[src/rtl/inst_queue_decode_if.sv]
// Handshake bus between fetch (in_*) and the control unit (out_*) around the decode queue.
interface inst_queue_decode_if #(
   parameter int unsigned OPC_W = 5,
   parameter int unsigned REG_W = 4,
   parameter int unsigned INS_W = 19
);
   localparam int unsigned AW = INS_W - OPC_W;
   localparam int unsigned OW = INS_W - OPC_W - 2 * REG_W;

   logic             in_valid;
   logic             in_ready;
   logic [INS_W-1:0] in_ins;
   logic             out_valid;
   logic             out_ready;
   logic [OPC_W-1:0] out_opcode;
   logic [2:0]       out_fmt;
   logic [REG_W-1:0] out_rs1;
   logic [REG_W-1:0] out_rs2;
   logic [REG_W-1:0] out_rd;
   logic [AW-1:0]    out_addr_imm;
   logic [OW-1:0]    out_br_off;
   logic             out_illegal;

   modport slave (
      input  in_valid, in_ins, out_ready,
      output in_ready, out_valid, out_opcode, out_fmt, out_rs1, out_rs2, out_rd,
             out_addr_imm, out_br_off, out_illegal
   );

   modport master (
      output in_valid, in_ins, out_ready,
      input  in_ready, out_valid, out_opcode, out_fmt, out_rs1, out_rs2, out_rd,
             out_addr_imm, out_br_off, out_illegal
   );
endinterface

[src/rtl/inst_queue_decode.sv]
// Instruction register with a DEPTH-entry decode queue: decodes at enqueue, presents the
// head entry to the control unit, and drops everything on a flush.
module inst_queue_decode #(
   parameter int unsigned DEPTH = 4,
   parameter int unsigned OPC_W = 5,
   parameter int unsigned REG_W = 4,
   parameter int unsigned INS_W = 19
) (
   input  logic                         clk,
   input  logic                         rst_n,
   input  logic                         flush,
   inst_queue_decode_if.slave           bus,
   output logic [$clog2(DEPTH+1)-1:0]   count
);
   localparam int unsigned AW = INS_W - OPC_W;
   localparam int unsigned OW = INS_W - OPC_W - 2 * REG_W;
   localparam int unsigned CW = $clog2(DEPTH + 1);
   localparam int unsigned PW = $clog2(DEPTH);

   localparam logic [2:0] FMT_R   = 3'd0;
   localparam logic [2:0] FMT_M   = 3'd1;
   localparam logic [2:0] FMT_B   = 3'd2;
   localparam logic [2:0] FMT_J   = 3'd3;
   localparam logic [2:0] FMT_N   = 3'd4;
   localparam logic [2:0] FMT_ILL = 3'd7;

   typedef struct packed {
      logic [OPC_W-1:0] opcode;
      logic [2:0]       fmt;
      logic [REG_W-1:0] rs1;
      logic [REG_W-1:0] rs2;
      logic [REG_W-1:0] rd;
      logic [AW-1:0]    addr_imm;
      logic [OW-1:0]    br_off;
      logic             illegal;
   } entry_t;

   entry_t          mem_q [DEPTH];
   entry_t          dec_c;
   entry_t          head_c;
   logic [PW-1:0]   wr_ptr_q, wr_ptr_d;
   logic [PW-1:0]   rd_ptr_q, rd_ptr_d;
   logic [CW-1:0]   count_q, count_d;
   logic            push_c, pop_c;

   logic [OPC_W-1:0] opc_c;
   logic [REG_W-1:0] f1_c, f2_c, f3_c;

   assign opc_c = bus.in_ins[INS_W-1 -: OPC_W];
   assign f1_c  = bus.in_ins[INS_W-OPC_W-1 -: REG_W];
   assign f2_c  = bus.in_ins[INS_W-OPC_W-REG_W-1 -: REG_W];
   assign f3_c  = bus.in_ins[INS_W-OPC_W-2*REG_W-1 -: REG_W];

   // Per-format field extraction; fields a format does not use stay zero.
   always_comb begin
      dec_c        = '0;
      dec_c.opcode = opc_c;
      if (opc_c <= OPC_W'(9)) begin
         dec_c.fmt = FMT_R;
         dec_c.rs1 = f1_c;
         dec_c.rs2 = f2_c;
         dec_c.rd  = f3_c;
      end else if (opc_c == OPC_W'(10) || opc_c == OPC_W'(11)) begin
         dec_c.fmt      = FMT_M;
         dec_c.rs1      = f1_c;
         dec_c.rd       = f2_c;
         dec_c.addr_imm = AW'(bus.in_ins[OW-1:0]);
      end else if (opc_c == OPC_W'(14) || opc_c == OPC_W'(15)) begin
         dec_c.fmt    = FMT_B;
         dec_c.rs1    = f1_c;
         dec_c.rs2    = f2_c;
         dec_c.br_off = bus.in_ins[OW-1:0];
      end else if (opc_c == OPC_W'(13) || opc_c == OPC_W'(16)) begin
         dec_c.fmt      = FMT_J;
         dec_c.addr_imm = bus.in_ins[AW-1:0];
      end else if (opc_c == OPC_W'(17)) begin
         dec_c.fmt = FMT_N;
      end else begin
         dec_c.fmt     = FMT_ILL;
         dec_c.illegal = 1'b1;
      end
   end

   assign push_c = bus.in_valid && bus.in_ready && !flush;
   assign pop_c  = bus.out_valid && bus.out_ready && !flush;

   // Pointer and occupancy update; flush overrides any push or pop.
   always_comb begin
      wr_ptr_d = wr_ptr_q;
      rd_ptr_d = rd_ptr_q;
      count_d  = count_q;
      if (flush) begin
         wr_ptr_d = '0;
         rd_ptr_d = '0;
         count_d  = '0;
      end else begin
         if (push_c) wr_ptr_d = wr_ptr_q + PW'(1);
         if (pop_c)  rd_ptr_d = rd_ptr_q + PW'(1);
         case ({push_c, pop_c})
            2'b10:   count_d = count_q + CW'(1);
            2'b01:   count_d = count_q - CW'(1);
            default: count_d = count_q;
         endcase
      end
   end

   always_ff @(posedge clk or negedge rst_n) begin
      if (!rst_n) begin
         wr_ptr_q <= '0;
         rd_ptr_q <= '0;
         count_q  <= '0;
         for (int i = 0; i < int'(DEPTH); i++) mem_q[i] <= '0;
      end else begin
         wr_ptr_q <= wr_ptr_d;
         rd_ptr_q <= rd_ptr_d;
         count_q  <= count_d;
         if (push_c) mem_q[wr_ptr_q] <= dec_c;
      end
   end

   assign head_c           = mem_q[rd_ptr_q];
   assign count            = count_q;
   assign bus.in_ready     = (count_q != CW'(DEPTH));
   assign bus.out_valid    = (count_q != '0);
   assign bus.out_opcode   = head_c.opcode;
   assign bus.out_fmt      = head_c.fmt;
   assign bus.out_rs1      = head_c.rs1;
   assign bus.out_rs2      = head_c.rs2;
   assign bus.out_rd       = head_c.rd;
   assign bus.out_addr_imm = head_c.addr_imm;
   assign bus.out_br_off   = head_c.br_off;
   assign bus.out_illegal  = head_c.illegal;
endmodule

[src/flat_wrapper.sv]
// flat-port wrapper written by rule: the top's interface ports become plain ports
module inst_queue_decode_flat 
#(
   parameter int unsigned DEPTH = 4,
   parameter int unsigned OPC_W = 5,
   parameter int unsigned REG_W = 4,
   parameter int unsigned INS_W = 19
)
  (clk, rst_n, flush, count, bus_in_valid, bus_in_ins, bus_out_ready, bus_in_ready, bus_out_valid, bus_out_opcode, bus_out_fmt, bus_out_rs1, bus_out_rs2, bus_out_rd, bus_out_addr_imm, bus_out_br_off, bus_out_illegal);
  inst_queue_decode_if #(.OPC_W(OPC_W), .REG_W(REG_W), .INS_W(INS_W)) bus_i ();
  input  logic clk;
  input  logic rst_n;
  input  logic flush;
  output logic [$clog2(DEPTH+1)-1:0] count;
  input wire logic [$bits(bus_i.in_valid)-1:0] bus_in_valid;
  input wire logic [$bits(bus_i.in_ins)-1:0] bus_in_ins;
  input wire logic [$bits(bus_i.out_ready)-1:0] bus_out_ready;
  output wire logic [$bits(bus_i.in_ready)-1:0] bus_in_ready;
  output wire logic [$bits(bus_i.out_valid)-1:0] bus_out_valid;
  output wire logic [$bits(bus_i.out_opcode)-1:0] bus_out_opcode;
  output wire logic [$bits(bus_i.out_fmt)-1:0] bus_out_fmt;
  output wire logic [$bits(bus_i.out_rs1)-1:0] bus_out_rs1;
  output wire logic [$bits(bus_i.out_rs2)-1:0] bus_out_rs2;
  output wire logic [$bits(bus_i.out_rd)-1:0] bus_out_rd;
  output wire logic [$bits(bus_i.out_addr_imm)-1:0] bus_out_addr_imm;
  output wire logic [$bits(bus_i.out_br_off)-1:0] bus_out_br_off;
  output wire logic [$bits(bus_i.out_illegal)-1:0] bus_out_illegal;
  assign bus_i.in_valid = bus_in_valid;
  assign bus_i.in_ins = bus_in_ins;
  assign bus_i.out_ready = bus_out_ready;
  assign bus_in_ready = bus_i.in_ready;
  assign bus_out_valid = bus_i.out_valid;
  assign bus_out_opcode = bus_i.out_opcode;
  assign bus_out_fmt = bus_i.out_fmt;
  assign bus_out_rs1 = bus_i.out_rs1;
  assign bus_out_rs2 = bus_i.out_rs2;
  assign bus_out_rd = bus_i.out_rd;
  assign bus_out_addr_imm = bus_i.out_addr_imm;
  assign bus_out_br_off = bus_i.out_br_off;
  assign bus_out_illegal = bus_i.out_illegal;
  inst_queue_decode #(.DEPTH(DEPTH), .OPC_W(OPC_W), .REG_W(REG_W), .INS_W(INS_W)) u_core (.clk(clk), .rst_n(rst_n), .flush(flush), .bus(bus_i), .count(count));
endmodule
[config.mk]
export PLATFORM = sky130hd
export DESIGN_NAME = inst_queue_decode_flat
export DESIGN_NICKNAME = d
export VERILOG_FILES = /design/src/rtl/inst_queue_decode_if.sv /design/src/rtl/inst_queue_decode.sv /design/src/flat_wrapper.sv
export SDC_FILE = /design/constraint.sdc
export NUM_CORES = 1
export LEC_CHECK = 0
export BUFFER_PORTS_ARGS = -buffer_cell sky130_fd_sc_hd__buf_2
export CORE_MARGIN = 5
export CORE_UTILIZATION = 44
export DETAILED_ROUTE_END_ITERATION = 7
export MAX_ROUTING_LAYER = met4
export SLEW_MARGIN = 5
export SYNTH_ARGS = -nofsm -noshare
export SYNTH_HDL_FRONTEND = slang
export SYNTH_SLANG_ARGS = --single-unit
[constraint.sdc]
create_clock -name clk -period 3.75 [get_ports clk]
set_input_delay 0.75 -clock clk [delete_from_list [all_inputs] [get_ports clk]]
set_output_delay 0.75 -clock clk [all_outputs]
set_load 0.005 [all_outputs]
Yosys cells after proc, flatten, opt, wreduce, memory -nomap -nowiden
Index checks and enable logic that the tools add are counted.
{"block": "classes", "muxes": 29, "n_addsub": 4, "reduce_logical": 13, "n_lt_le_gt_ge": 4, "bitwise_logic": 2, "eq_ne": 10}
{"cell": "bitwise mux 164 bit", "n": 1}
{"cell": "two-way mux 41 bit", "n": 3}
{"cell": "binary-select mux 41 bit (select 2 bit)", "n": 1}
{"cell": "demux 41 bit (select 2 bit)", "n": 1}
{"cell": "two-way mux 14 bit", "n": 3}
{"cell": "== test 5 x 4 -> 1 bit (second input constant)", "n": 5}
{"cell": "two-way mux 21 bit", "n": 1}
{"cell": "two-way mux 15 bit", "n": 1}
{"cell": "two-way mux 7 bit", "n": 2}
{"cell": "== test 5 bit (second input constant)", "n": 2}
{"cell": "two-way mux 2 bit", "n": 5}
{"cell": "two-way mux 3 bit", "n": 3}
{"cell": "two-way mux 4 bit", "n": 2}
{"cell": "two-way mux 8 bit", "n": 1}
{"cell": ">= comparator 3 bit (second input constant)", "n": 2}
{"cell": "two-way mux 6 bit", "n": 1}
{"cell": "NOT 2 -> 3 bit", "n": 2}
{"cell": "one-hot mux 3 bit (2 select lines)", "n": 1}
{"cell": "nonzero test 3 bit", "n": 2}
{"cell": "<= comparator 5 x 4 -> 1 bit (second input constant)", "n": 1}
{"cell": "logical AND 1 bit", "n": 5}
{"cell": "adder 2 x 1 -> 2 bit (second input constant)", "n": 2}
{"cell": "nonzero test 2 bit", "n": 2}
{"cell": "adder 3 x 1 -> 3 bit (second input constant)", "n": 1}
{"cell": "other kinds (8)", "n": 12}
{"block": "totals", "reg_bits": 171, "word_cells": 97}

Logic depth before layout (Yosys ltp)
{"block": "logic_depth", "depth_word": 7, "ltp_mapped": 9, "mapped_depth_nobuf": 7}

Least setup slack after synthesis
OpenSTA, ideal clock, no wires.
{"block": "synth_path", "path_type": "input-to-reg", "from": "input port bus_in_valid", "to": "register u_core.count_q[1] (netlist: u_core.count[1])", "arrival_time_ns": 2.222, "t_required_ns": 3.625, "setup_time_ns": 0.125, "cell_stages": 6, "path_buffers": 1, "path_slack_ns": 1.403, "cell_sequence": "clkbuf_1 -> o21ai_0 -> and3b_1 -> fa_1 -> o22ai_1 -> a2111oi_0"}
{"block": "synth_between", "elab_chain_cells": 5, "elab_cells_between_ends": 7, "classes_between": "2 x eq/ne; 2 x mux; 3 x reduce/logical"}
{"item": "start: declaration", "line": "flat_wrapper.sv:15", "source": "input wire logic [$bits(bus_i.in_valid)-1:0] bus_in_valid;"}
{"item": "logical AND 1 bit (*) (2 in a row)", "line": "inst_queue_decode.sv:84", "source": "assign push_c = bus.in_valid && bus.in_ready && !flush;"}
{"item": "== test 2 x 1 -> 1 bit or == test 2 bit (tied branches)", "line": "inst_queue_decode.sv:99", "source": "case ({push_c, pop_c})"}
{"item": "one-hot mux 3 bit (2 select lines)", "line": "inst_queue_decode.sv:99"}
{"item": "two-way mux 3 bit", "line": "inst_queue_decode.sv:92", "source": "if (flush) begin"}
{"item": "end signal: assignment", "line": "inst_queue_decode.sv:116", "source": "count_q <= count_d;"}
{"item": "end: declaration", "line": "inst_queue_decode.sv:43", "source": "logic [CW-1:0] count_q, count_d;"}
Every way passes the cells marked *; elsewhere a longest branch is shown, timed or not.
A chain may end at the register's enable or synchronous reset.

Final worst setup path
{"block": "layout_path", "from": "register u_core.rd_ptr_q[0]", "to": "output port bus_out_opcode[4]"}
{"block": "layout_between", "elab_chain_cells": 4}
{"item": "start: declaration", "line": "inst_queue_decode.sv:42", "source": "logic [PW-1:0] rd_ptr_q, rd_ptr_d;"}
{"item": "start signal: assignment", "line": "inst_queue_decode.sv:115", "source": "rd_ptr_q <= rd_ptr_d;"}
{"item": "NOT 2 -> 3 bit (implied by the code)", "line": "inst_queue_decode.sv:121", "source": "assign head_c = mem_q[rd_ptr_q];"}
{"item": "binary-select mux 41 bit (select 2 bit)", "line": "inst_queue_decode.sv:121"}
{"item": "two-way mux 41 bit (implied by the code) (2 in a row)", "line": "inst_queue_decode.sv:121"}
{"item": "end: declaration", "line": "flat_wrapper.sv:20", "source": "output wire logic [$bits(bus_i.out_opcode)-1:0] bus_out_opcode;"}
Every way passes these cells. The select of a mux whose other input is x is not followed.

==> results.yml <==
run_status:
  outcome: "completed"
floorplan:
  ios: 70
  die_area_sq_mm: 0.0209
  rows: 49
  initial_core_util_pct: 44.6
  die_w_um: 145
  core-area_sq_mm: 0.0179
  die_y_um: 145
grt:
  grt_pass1_wl_um: 31600
  grt_overflow_total: 0
  grt_usage_pct: 20.3
  grt_start_max_net_pins: 105
  antenna_found_initial: 0
  grt_pass1_vias: 5881
worst_setup_path:
  rr_startpoint: "u_core.count[0]"
  rr_worst_depth: 5
  end_kind: "primary output"
  cp.required_ns: 3.00
  critPathMaxFanout: 18
  critPathArrivalTime_ns: 2.28
  cp-start-kind: "register"
  crit_type: "register to primary output"
  rrSetupSlack_ns: 1.41
  r2r_end: "u_core.mem_q[5]"
sta:
  fin_crit_ns: 3.03
  tns_ns: 0
  slew_violations: 0
  clock.fmax_mhz: 330
  maxSlewHeadroom_pct: 36.5
  fin_crit_sh_pct: 80.8
  setup_viol_count_final: 0
  tightest_slew_ns: 0.952
  fin_skew_ns: 0.0114
  rsz0062_at_grt: "no"
  hold_violations: 0
logic_synthesis:
  ys_warn_count: 0
  syn_avg_cell_area_sq_um: 10.9
  seq_area_frac_synth_pct: 53.6
  synth_area_leaders: "dfrtp_1 (54%), mux4_2 (12%), nand2_1 (10%), o21ai_0 (7.7%), mux2_4 (3.4%)"
  netlist_area_sq_mm: 0.00798
  yosys.area.top_type: "dfrtp_1"
  ys_types: 43
  yosys.area.top_type_share_pct: 53.6
  syn_inst: 733
  ys_seq_elements: 171
  syn-num-nets: 762
final_layout:
  nFillCells: 1649
  fin_util_pct: 50.3
  instances_no_fill: 1018
  area_growth_pct: 12.8
  regArea_sq_mm: 0.00428
  nNetsFinal: 805
  multi_input_area_sq_mm: 0.00335
  drive_gt1_share_pct: 23.1
  n_antenna_cell: 0
clock_tree:
  clk_pin_slew_ns: 0.06
  numCtsBuffers: 17
  clock_path_buffers: 2
  hold_buffers: 0
  clk_latency_ns: 0.43
  cts-root-buf: "clkbuf_16"
  cts.sinks: 171
  post_cts_resized: 0
  post-cts-setup-buffer-count: 0
  h-tree-depth: 4
  cts_tree: "done"
route:
  vias: 5616
  routed_wirelength_um: 19100
  dr.pass1.iters: 5
  drt-vias-per-instance: 5.52
  avgRoutedWirePerCell_um: 18.8
  route.detailed.drc: 0
  drtIter0Drc: 418
  ant_nets: 0
placed_design:
  portBuffers: 69
  numPlacedInstances: 986
  place.gp.congestion: 0.785
  hpwlAfterDp_um: 12400
pwr:
  vdd_drop_max_mv: 0.368
  power_w: 0.00493
  p_leak_nw: 4.06
  power_density_mw_per_mm2: 548
hold_path:
  hold_class: "input pin to asynchronous set/reset pin"
flow_run:
  maxCapViolations: 0
[registers in the layout (all words and copies together), names as in the netlist]
register	cells
u_core.mem_q	164
u_core.wr_ptr_q	2
u_core.rd_ptr_q	2
u_core.count	3
[area by class of cell]
| cell class | instances | share of cell area, % |
|---|---|---|
| flip-flops and latches | 171 | 47.6 |
| multi-input cells | 498 | 37.2 |
| clock buffers | 25 | 5.51 |
| repair buffers | 83 | 5.35 |
| well taps | 229 | 3.18 |
| clock inverters | 7 | 0.973 |
| inverters | 5 | 0.209 |
[logic make-up (layout without fill, tap and decap cells)]
family                   after synthesis  count (layout)  synth area share, %
buffers and inverters                 64             120                 4.41
flip-flops                           171             171                 53.6
multiplexers                          65              65                 15.8
AO/OA/AOI/OAI                        153             153                 10.1
XOR/XNOR                               5               5                0.549
AND/OR/NAND/NOR                      270             270                 14.6
adder cells (fa/ha/maj)                5               5                0.878
[worst max-delay path: stages (launching register included)]
cell	delay [ns]
dfrtp_2	0.79
buf_4	0.36
mux4_2	0.54
buf_2	0.14
[cell usage after synthesis (all sizes together)]
cell     count
nor3b        2
nand2      215
a31oi        6
or3b         2
clkbuf      23
fa           1
o21ai      127
mux4        41
o211ai       1
o31ai        1
and4b        4
inv          5
xnor2        2
nand3        5
a21oi       10
and3         2
ha           4
nor2b        1
o22ai        2
and2         1
nand4b       5
and3b        2
nand2b       3
nor3         1
nand3b       6
nor2        17
or4b         1
a2111oi      2
buf         36
dfrtp      171
xor2         3
or3          2
a22oi        4
nor4         1
mux2        24
[how the worst max path moves through the flow]
stage | startpoint | end | slack [ns] | cells past startpoint
after CTS | u_core.rd_ptr_q[0] | bus_out_addr_imm[9] | 0.64 | 3
after global routing | u_core.rd_ptr_q[0] | bus_out_br_off[4] | 0.57 | 3
after global placement | u_core.rd_ptr_q[0] | bus_out_br_off[2] | 1.14 | 3
after detailed placement | u_core.rd_ptr_q[0] | bus_out_addr_imm[9] | 1.10 | 3
final | u_core.rd_ptr_q[0] | bus_out_opcode[4] | 0.72 | 3
after floorplan | bus_in_valid | u_core.count[1] | 1.40 | 6
[stage by stage]
step	instance area (sq um)	hold slack (ns)	setup slack, ns
6_report	9000	0.445	0.718
5_1_grt	9000	0.498	0.565
3_3_place_gp	8410	0.452	1.14
4_1_cts	9000	0.475	0.638
3_5_place_dp	8410	0.460	1.10
2_1_floorplan	7980	0.440	1.40
[per-layer routing]
layer,vias up,global-route usage (%),share of wire (%)
met4,0,5.99,1.4
met3,24,3.74,3.6
met1,2872,26.4,44
li1,2613,-,-
met5,-,-,0
met2,107,32.7,51
[report_power, final]
group          internal, W  leakage, nW  total (W)  switching [W]
clock network      0.00105        0.287    0.00174       0.000689
logic             0.000448         1.48   0.000871       0.000423
registers          0.00214         2.30    0.00232       0.000187
[layout by cell type (no fill, tap or decap), types with 2 or more instances in the layout]
master and count:
o21ai_0 122, o22ai_1 2, ha_1 4, clkbuf_1 4, mux4_2 41, buf_12 2, a22oi_1 4, mux2_2 6
and4b_1 4, nor2_1 17, a31oi_1 6, buf_2 68, buf_4 12, xnor2_1 2, bufinv_16 2, nand3b_1 6
a2111oi_0 2, nand4b_1 4, nand2b_1 3, o21ai_1 5, dfrtp_2 2, nand2_1 215, mux2_4 18, and3_1 2
clkbuf_16 17, or3_1 2, dfrtp_1 169, xor2_1 3, nand3_1 5, clkbuf_8 4, clkinv_2 4, a21oi_1 9
nor3b_1 2, and3b_1 2, inv_1 5
(Power assumes the default switching activity.)
